**config.mk**
```make
export PLATFORM = sky130hd
export DESIGN_NAME = mem_lsu
export DESIGN_NICKNAME = d
export VERILOG_FILES = /design/src/rtl/mem_lsu.sv
export SDC_FILE = /design/constraint.sdc
export NUM_CORES = 1
export LEC_CHECK = 0
export CAP_MARGIN = 20
export CORE_MARGIN = 8
export CORE_UTILIZATION = 47
export DETAILED_ROUTE_END_ITERATION = 7
export PLACE_DENSITY = 0.83
export SLEW_MARGIN = 25
export SYNTH_ARGS = -nofsm -noshare
export SYNTH_HDL_FRONTEND = slang
export SYNTH_SLANG_ARGS = --single-unit
```
**constraint.sdc**
```tcl
create_clock -name clk -period 3.75 [get_ports clk]
set_clock_uncertainty 0.15 [all_clocks]
set_input_delay 0.75 -clock clk [delete_from_list [all_inputs] [get_ports clk]]
set_output_delay 0.75 -clock clk [all_outputs]
set_load 0.05 [all_outputs]
```
**src/rtl/mem_lsu.sv**
```systemverilog
// Load/store unit: turns one core load/store at a time into a word-aligned memory
// request with byte enables, then returns extended load data or a store acknowledge.
module mem_lsu #(
    parameter int unsigned TIMEOUT = 16
) (
    input  logic        clk,
    input  logic        reset,
    input  logic        cpu_valid,
    output logic        cpu_ready,
    input  logic        cpu_we,
    input  logic [31:0] cpu_addr,
    input  logic [31:0] cpu_wdata,
    input  logic [1:0]  cpu_width,
    input  logic        cpu_unsigned,
    output logic        cpu_done,
    output logic        cpu_err,
    output logic [31:0] cpu_rdata,
    output logic        mem_req,
    output logic        mem_we,
    output logic [31:0] mem_addr,
    output logic [3:0]  mem_be,
    output logic [31:0] mem_wdata,
    input  logic        mem_gnt,
    input  logic        mem_rvalid,
    input  logic [31:0] mem_rdata
);

    localparam int unsigned CNT_W    = 8;
    localparam logic [CNT_W-1:0] CNT_LAST = CNT_W'(TIMEOUT - 1);

    typedef enum logic [1:0] {IDLE, REQ, WAIT, RESP} state_t;

    state_t            state, state_nxt;
    logic [CNT_W-1:0]  cnt, cnt_nxt;
    logic              lat_we, lat_we_nxt;
    logic [1:0]        lat_off, lat_off_nxt;
    logic [1:0]        lat_width, lat_width_nxt;
    logic              lat_uns, lat_uns_nxt;

    logic              cpu_ready_nxt, cpu_done_nxt, cpu_err_nxt;
    logic [31:0]       cpu_rdata_nxt;
    logic              mem_req_nxt, mem_we_nxt;
    logic [31:0]       mem_addr_nxt, mem_wdata_nxt;
    logic [3:0]        mem_be_nxt;

    logic              misaligned_c;
    logic [31:0]       load_data_c;

    // Select the addressed lane of a read word and sign/zero extend it.
    function automatic logic [31:0] extend_load(input logic [31:0] word,
                                                input logic [1:0]  off,
                                                input logic [1:0]  width,
                                                input logic        uns);
        logic [7:0]  b;
        logic [15:0] h;
        logic [31:0] shifted;
        shifted = word >> {off, 3'b000};
        b = shifted[7:0];
        h = off[1] ? word[31:16] : word[15:0];
        case (width)
            2'd0:    extend_load = {{24{b[7] & ~uns}}, b};
            2'd1:    extend_load = {{16{h[15] & ~uns}}, h};
            default: extend_load = word;
        endcase
    endfunction

    assign misaligned_c = ((cpu_width == 2'd1) && cpu_addr[0]) ||
                          (cpu_width[1] && (cpu_addr[1:0] != 2'b00));
    assign load_data_c  = lat_we ? 32'd0 : extend_load(mem_rdata, lat_off, lat_width, lat_uns);

    always_ff @(posedge clk) begin
        if (reset) begin
            state     <= IDLE;
            cnt       <= '0;
            lat_we    <= 1'b0;
            lat_off   <= 2'b00;
            lat_width <= 2'b00;
            lat_uns   <= 1'b0;
            cpu_ready <= 1'b1;
            cpu_done  <= 1'b0;
            cpu_err   <= 1'b0;
            cpu_rdata <= '0;
            mem_req   <= 1'b0;
            mem_we    <= 1'b0;
            mem_addr  <= '0;
            mem_be    <= '0;
            mem_wdata <= '0;
        end else begin
            state     <= state_nxt;
            cnt       <= cnt_nxt;
            lat_we    <= lat_we_nxt;
            lat_off   <= lat_off_nxt;
            lat_width <= lat_width_nxt;
            lat_uns   <= lat_uns_nxt;
            cpu_ready <= cpu_ready_nxt;
            cpu_done  <= cpu_done_nxt;
            cpu_err   <= cpu_err_nxt;
            cpu_rdata <= cpu_rdata_nxt;
            mem_req   <= mem_req_nxt;
            mem_we    <= mem_we_nxt;
            mem_addr  <= mem_addr_nxt;
            mem_be    <= mem_be_nxt;
            mem_wdata <= mem_wdata_nxt;
        end
    end

    // Next state and next registered outputs; completion wins over timeout.
    always_comb begin
        state_nxt     = state;
        cnt_nxt       = cnt;
        lat_we_nxt    = lat_we;
        lat_off_nxt   = lat_off;
        lat_width_nxt = lat_width;
        lat_uns_nxt   = lat_uns;
        cpu_done_nxt  = 1'b0;
        cpu_err_nxt   = cpu_err;
        cpu_rdata_nxt = cpu_rdata;
        mem_req_nxt   = 1'b0;
        mem_we_nxt    = mem_we;
        mem_addr_nxt  = mem_addr;
        mem_be_nxt    = mem_be;
        mem_wdata_nxt = mem_wdata;

        case (state)
            IDLE: begin
                if (cpu_valid) begin
                    lat_we_nxt    = cpu_we;
                    lat_off_nxt   = cpu_addr[1:0];
                    lat_width_nxt = cpu_width;
                    lat_uns_nxt   = cpu_unsigned;
                    if (misaligned_c) begin
                        state_nxt     = RESP;
                        cpu_done_nxt  = 1'b1;
                        cpu_err_nxt   = 1'b1;
                        cpu_rdata_nxt = '0;
                    end else begin
                        state_nxt    = REQ;
                        cnt_nxt      = '0;
                        mem_req_nxt  = 1'b1;
                        mem_we_nxt   = cpu_we;
                        mem_addr_nxt = {cpu_addr[31:2], 2'b00};
                        case (cpu_width)
                            2'd0: begin
                                mem_be_nxt    = 4'b0001 << cpu_addr[1:0];
                                mem_wdata_nxt = {4{cpu_wdata[7:0]}};
                            end
                            2'd1: begin
                                mem_be_nxt    = cpu_addr[1] ? 4'b1100 : 4'b0011;
                                mem_wdata_nxt = {2{cpu_wdata[15:0]}};
                            end
                            default: begin
                                mem_be_nxt    = 4'b1111;
                                mem_wdata_nxt = cpu_wdata;
                            end
                        endcase
                    end
                end
            end
            REQ: begin
                cnt_nxt = CNT_W'(cnt + 1'b1);
                if (mem_gnt && mem_rvalid) begin
                    state_nxt     = RESP;
                    cpu_done_nxt  = 1'b1;
                    cpu_err_nxt   = 1'b0;
                    cpu_rdata_nxt = load_data_c;
                end else if (cnt == CNT_LAST) begin
                    state_nxt     = RESP;
                    cpu_done_nxt  = 1'b1;
                    cpu_err_nxt   = 1'b1;
                    cpu_rdata_nxt = '0;
                end else if (mem_gnt) begin
                    state_nxt = WAIT;
                end else begin
                    mem_req_nxt = 1'b1;
                end
            end
            WAIT: begin
                cnt_nxt = CNT_W'(cnt + 1'b1);
                if (mem_rvalid) begin
                    state_nxt     = RESP;
                    cpu_done_nxt  = 1'b1;
                    cpu_err_nxt   = 1'b0;
                    cpu_rdata_nxt = load_data_c;
                end else if (cnt == CNT_LAST) begin
                    state_nxt     = RESP;
                    cpu_done_nxt  = 1'b1;
                    cpu_err_nxt   = 1'b1;
                    cpu_rdata_nxt = '0;
                end
            end
            default: begin
                state_nxt = IDLE;
            end
        endcase

        cpu_ready_nxt = (state_nxt == IDLE);
    end

endmodule

```
==> out/metrics.cfg <==
[run_status]
run_status = completed

[setup_path]
reg2reg_slack_ns = 1.03
crit_chain = inv_1, ha_1, nor2b_1, o21bai_1, o21ai_2, nor2b_4, o2bb2ai_1
crit_required_ns = 4.04
crit_buf_inv = 1
crit_path_start_kind = register
crit_type = register to register
max_stage_delay_ns = 0.71
crit_path_top_delay_cell = nor2b_4
crit_family = simple AND/OR/NAND/NOR gates
rr_endpoint = cpu_rdata[29]
arrival_ns = 3.00
end_kind = register
rr_startpoint = state[1]
worstRegToRegCells = 7
critPathMaxFanout = 24

[synthesis]
synth_cell_type_count = 54
synth_edf_count = 0
netlist_area_mm2 = 0.00526
synth_seq_cells = 119
async_reset_ff_share_pct = 0
syn_avg_cell_area_um2 = 8.69
synth-seq-area-share_pct = 45.3
yosysWarnings = 0
ys.flop_type = dfxtp_1
synthCells = 605

[grt]
grt_pass1_vias = 5265
grt_first_pass_wirelength_mm = 27.2
antenna_found_initial = 0
grt-ovfl-total = 0
grt_usage_pct = 23.2
grt_max_degree = 86

[layout]
synthToLayoutAreaGrowth_pct = 50.9
most-common-layout-cells = 206 x clkdlybuf4s50_1, 126 x nand2_1, 119 x dfxtp_1
final_core_util_pct = 72.9
diodes = 0
nets = 903
final_common_cell = clkdlybuf4s50_1
layout-drive-gt1-share_pct = 8.33

[die]
die_area_mm2 = 0.0148
core_region_area_mm2 = 0.0109
rows = 38
start_util_pct = 48.3
die_w_um = 122
die_h_um = 122
io_pins = 210

[min_path]
hp-start = mem_addr[10]
hold_path.class = register to register
whs_path_depth = 2
hold-path-endpoint = mem_addr[10]

[sta]
tns_ns = 0
worst_pin_slew_ns = 0.923
max-slew-margin-rel_pct = 38.2
finalCriticalPeriod_ns = 2.72
fmax_ghz = 0.368
final_max_slew_viol_count = 0
setup_viol = 0
timing.final.crit_share_pct = 72.4
hold_violations = 0
rsz0062_at_grt = no

[detailed_routing]
drt_iter0_drc = 490
wl_per_cell_um = 18.7
wl_met3_mm = 1.91
drt-met1-wl_mm = 6.31
post_drt_via_cell_ratio = 5.58
firstDrtPassIters = 7
ant_nets = 0
wl_mm = 17.6
route.detailed.drc = 0
top_layer = met4
num_vias = 5264
dr_wl_met2_mm = 8.71

[clock_tree]
cts_made_buffers = 17
hold_buffers = 0
clockBufferDepth = 2
post_cts_buffers = 0
htree_levels = 4
path_clk_slew_ns = 0.06
cts_sinks = 119
cts-root-buf = clkbuf_8
cts.repair.resized = 0
cts_tree = yes
clk_latency_ns = 0.52

[power_and_ir_drop]
p_leak_nw = 2.89
power.density_mw_per_mm2 = 643
vdd_drop_max_uv = 479

[placed_design]
gp_congestion = 0.873
io_buffers = 207
hpwlAfterDp_mm = 12.8

[job]
maxCapViolCount = 0

==> flip-flops by register name (all words and copies together) (netlist names) <==
signal     count
lat_width      2
cpu_err        1
cpu_rdata     32
cpu_ready      1
state          2
mem_we         1
lat_uns        1
cnt            8
lat_we         1
mem_wdata     32
mem_addr      30
cpu_done       1
mem_req        1
mem_be         4
lat_off        2
==> routing by layer <==
layer | vias up | GRT usage [%]
met4 | 0 | 12.2
met1 | 2438 | 25.0
li1 | 2524 | -
met5 | - | 0
met3 | 50 | 10.2
met2 | 252 | 37.9
==> final cells by class <==
| type | instances | area, um^2 |
|---|---|---|
| Clock buffer | 22 | 453 |
| Clock inverter | 9 | 149 |
| Fill cell | 826 | 2950 |
| Inverter | 6 | 22.5 |
| Multi-Input combinational cell | 435 | 2630 |
| Sequential cell | 119 | 2380 |
| Tap cell | 140 | 175 |
| Timing Repair Buffer | 213 | 2120 |
==> cells in the mapped netlist, types with 8 or more instances <==
library cell  instances  area [um^2]
nor2_1               45          169
a2bb2oi_1             8         70.1
nand2_1             126          473
a222oi_1              8         80.1
o211ai_1              9         67.6
a21oi_1              78          390
o2bb2ai_1            13          114
mux2_2                8         90.1
mux2i_1              20          200
o2bb2ai_2            11          165
a311oi_1             12          105
clkbuf_1             21         78.8
buf_2                13         65.1
o21ai_0              23          115
dfxtp_1             119         2380
a211oi_1              8         60.1
==> tightest hold or removal path, delay by kind of cell, from the launching register on <==
| kind | cells | cell delay [ns] |
|---|---|---|
| AO/OA/AOI/OAI | 1 | 0.05 |
| flip-flops | 1 | 0.30 |
| AND/OR/NAND/NOR | 1 | 0.05 |
==> report_power, final <==
group / switching, mW / total [mW] / internal, mW
registers: 0.127 / 1.56 / 1.43
logic: 1.20 / 1.88 / 0.674
clock network: 0.556 / 1.66 / 1.11
total: 1.89 / 5.10 / 3.21
==> metrics by stage <==
stage | std cells | power [mW] | cell area [um^2] | hold WS, ns | worst slack (ns)
6_report | 944 | 5.10 | 7940 | 0.301 | 1.03
5_1_grt | 944 | 5.32 | 7940 | 0.327 | 0.895
3_3_place_gp | 913 | 3.39 | 7330 | 0.291 | 0.675
3_5_place_dp | 913 | 3.44 | 7330 | 0.299 | 0.561
2_1_floorplan | 606 | 2.88 | 5260 | 0.287 | 1.49
4_1_cts | 944 | 5.11 | 7940 | 0.305 | 1.07
==> worst max-delay path by stage <==
stage,from,endpoint,depth (start not counted)
floorplan,cpu_addr[0],cpu_rdata[15],8
global placement,cpu_addr[0],cpu_rdata[29],6
detailed placement,cpu_addr[0],cpu_rdata[28],6
CTS,state[1],cpu_rdata[11],7
global route,state[1],cpu_rdata[11],7
finish,state[1],cpu_rdata[29],7
==> cells by family (layout without fill, tap and decap cells) <==
| logic type | after synthesis | in the layout | share of synthesized area, % |
|---|---|---|---|
| AO/OA/AOI/OAI | 197 | 197 | 26.2 |
| XOR/XNOR | 4 | 4 | 0.666 |
| adder cells (fa/ha/maj) | 6 | 6 | 1.43 |
| buffers and inverters | 52 | 250 | 4.88 |
| flip-flops | 119 | 119 | 45.3 |
| multiplexers | 28 | 28 | 5.52 |
| other | 1 | 2 | 0.0713 |
| AND/OR/NAND/NOR | 198 | 198 | 15.9 |
Note: power is estimated with default switching activity, not from simulation.
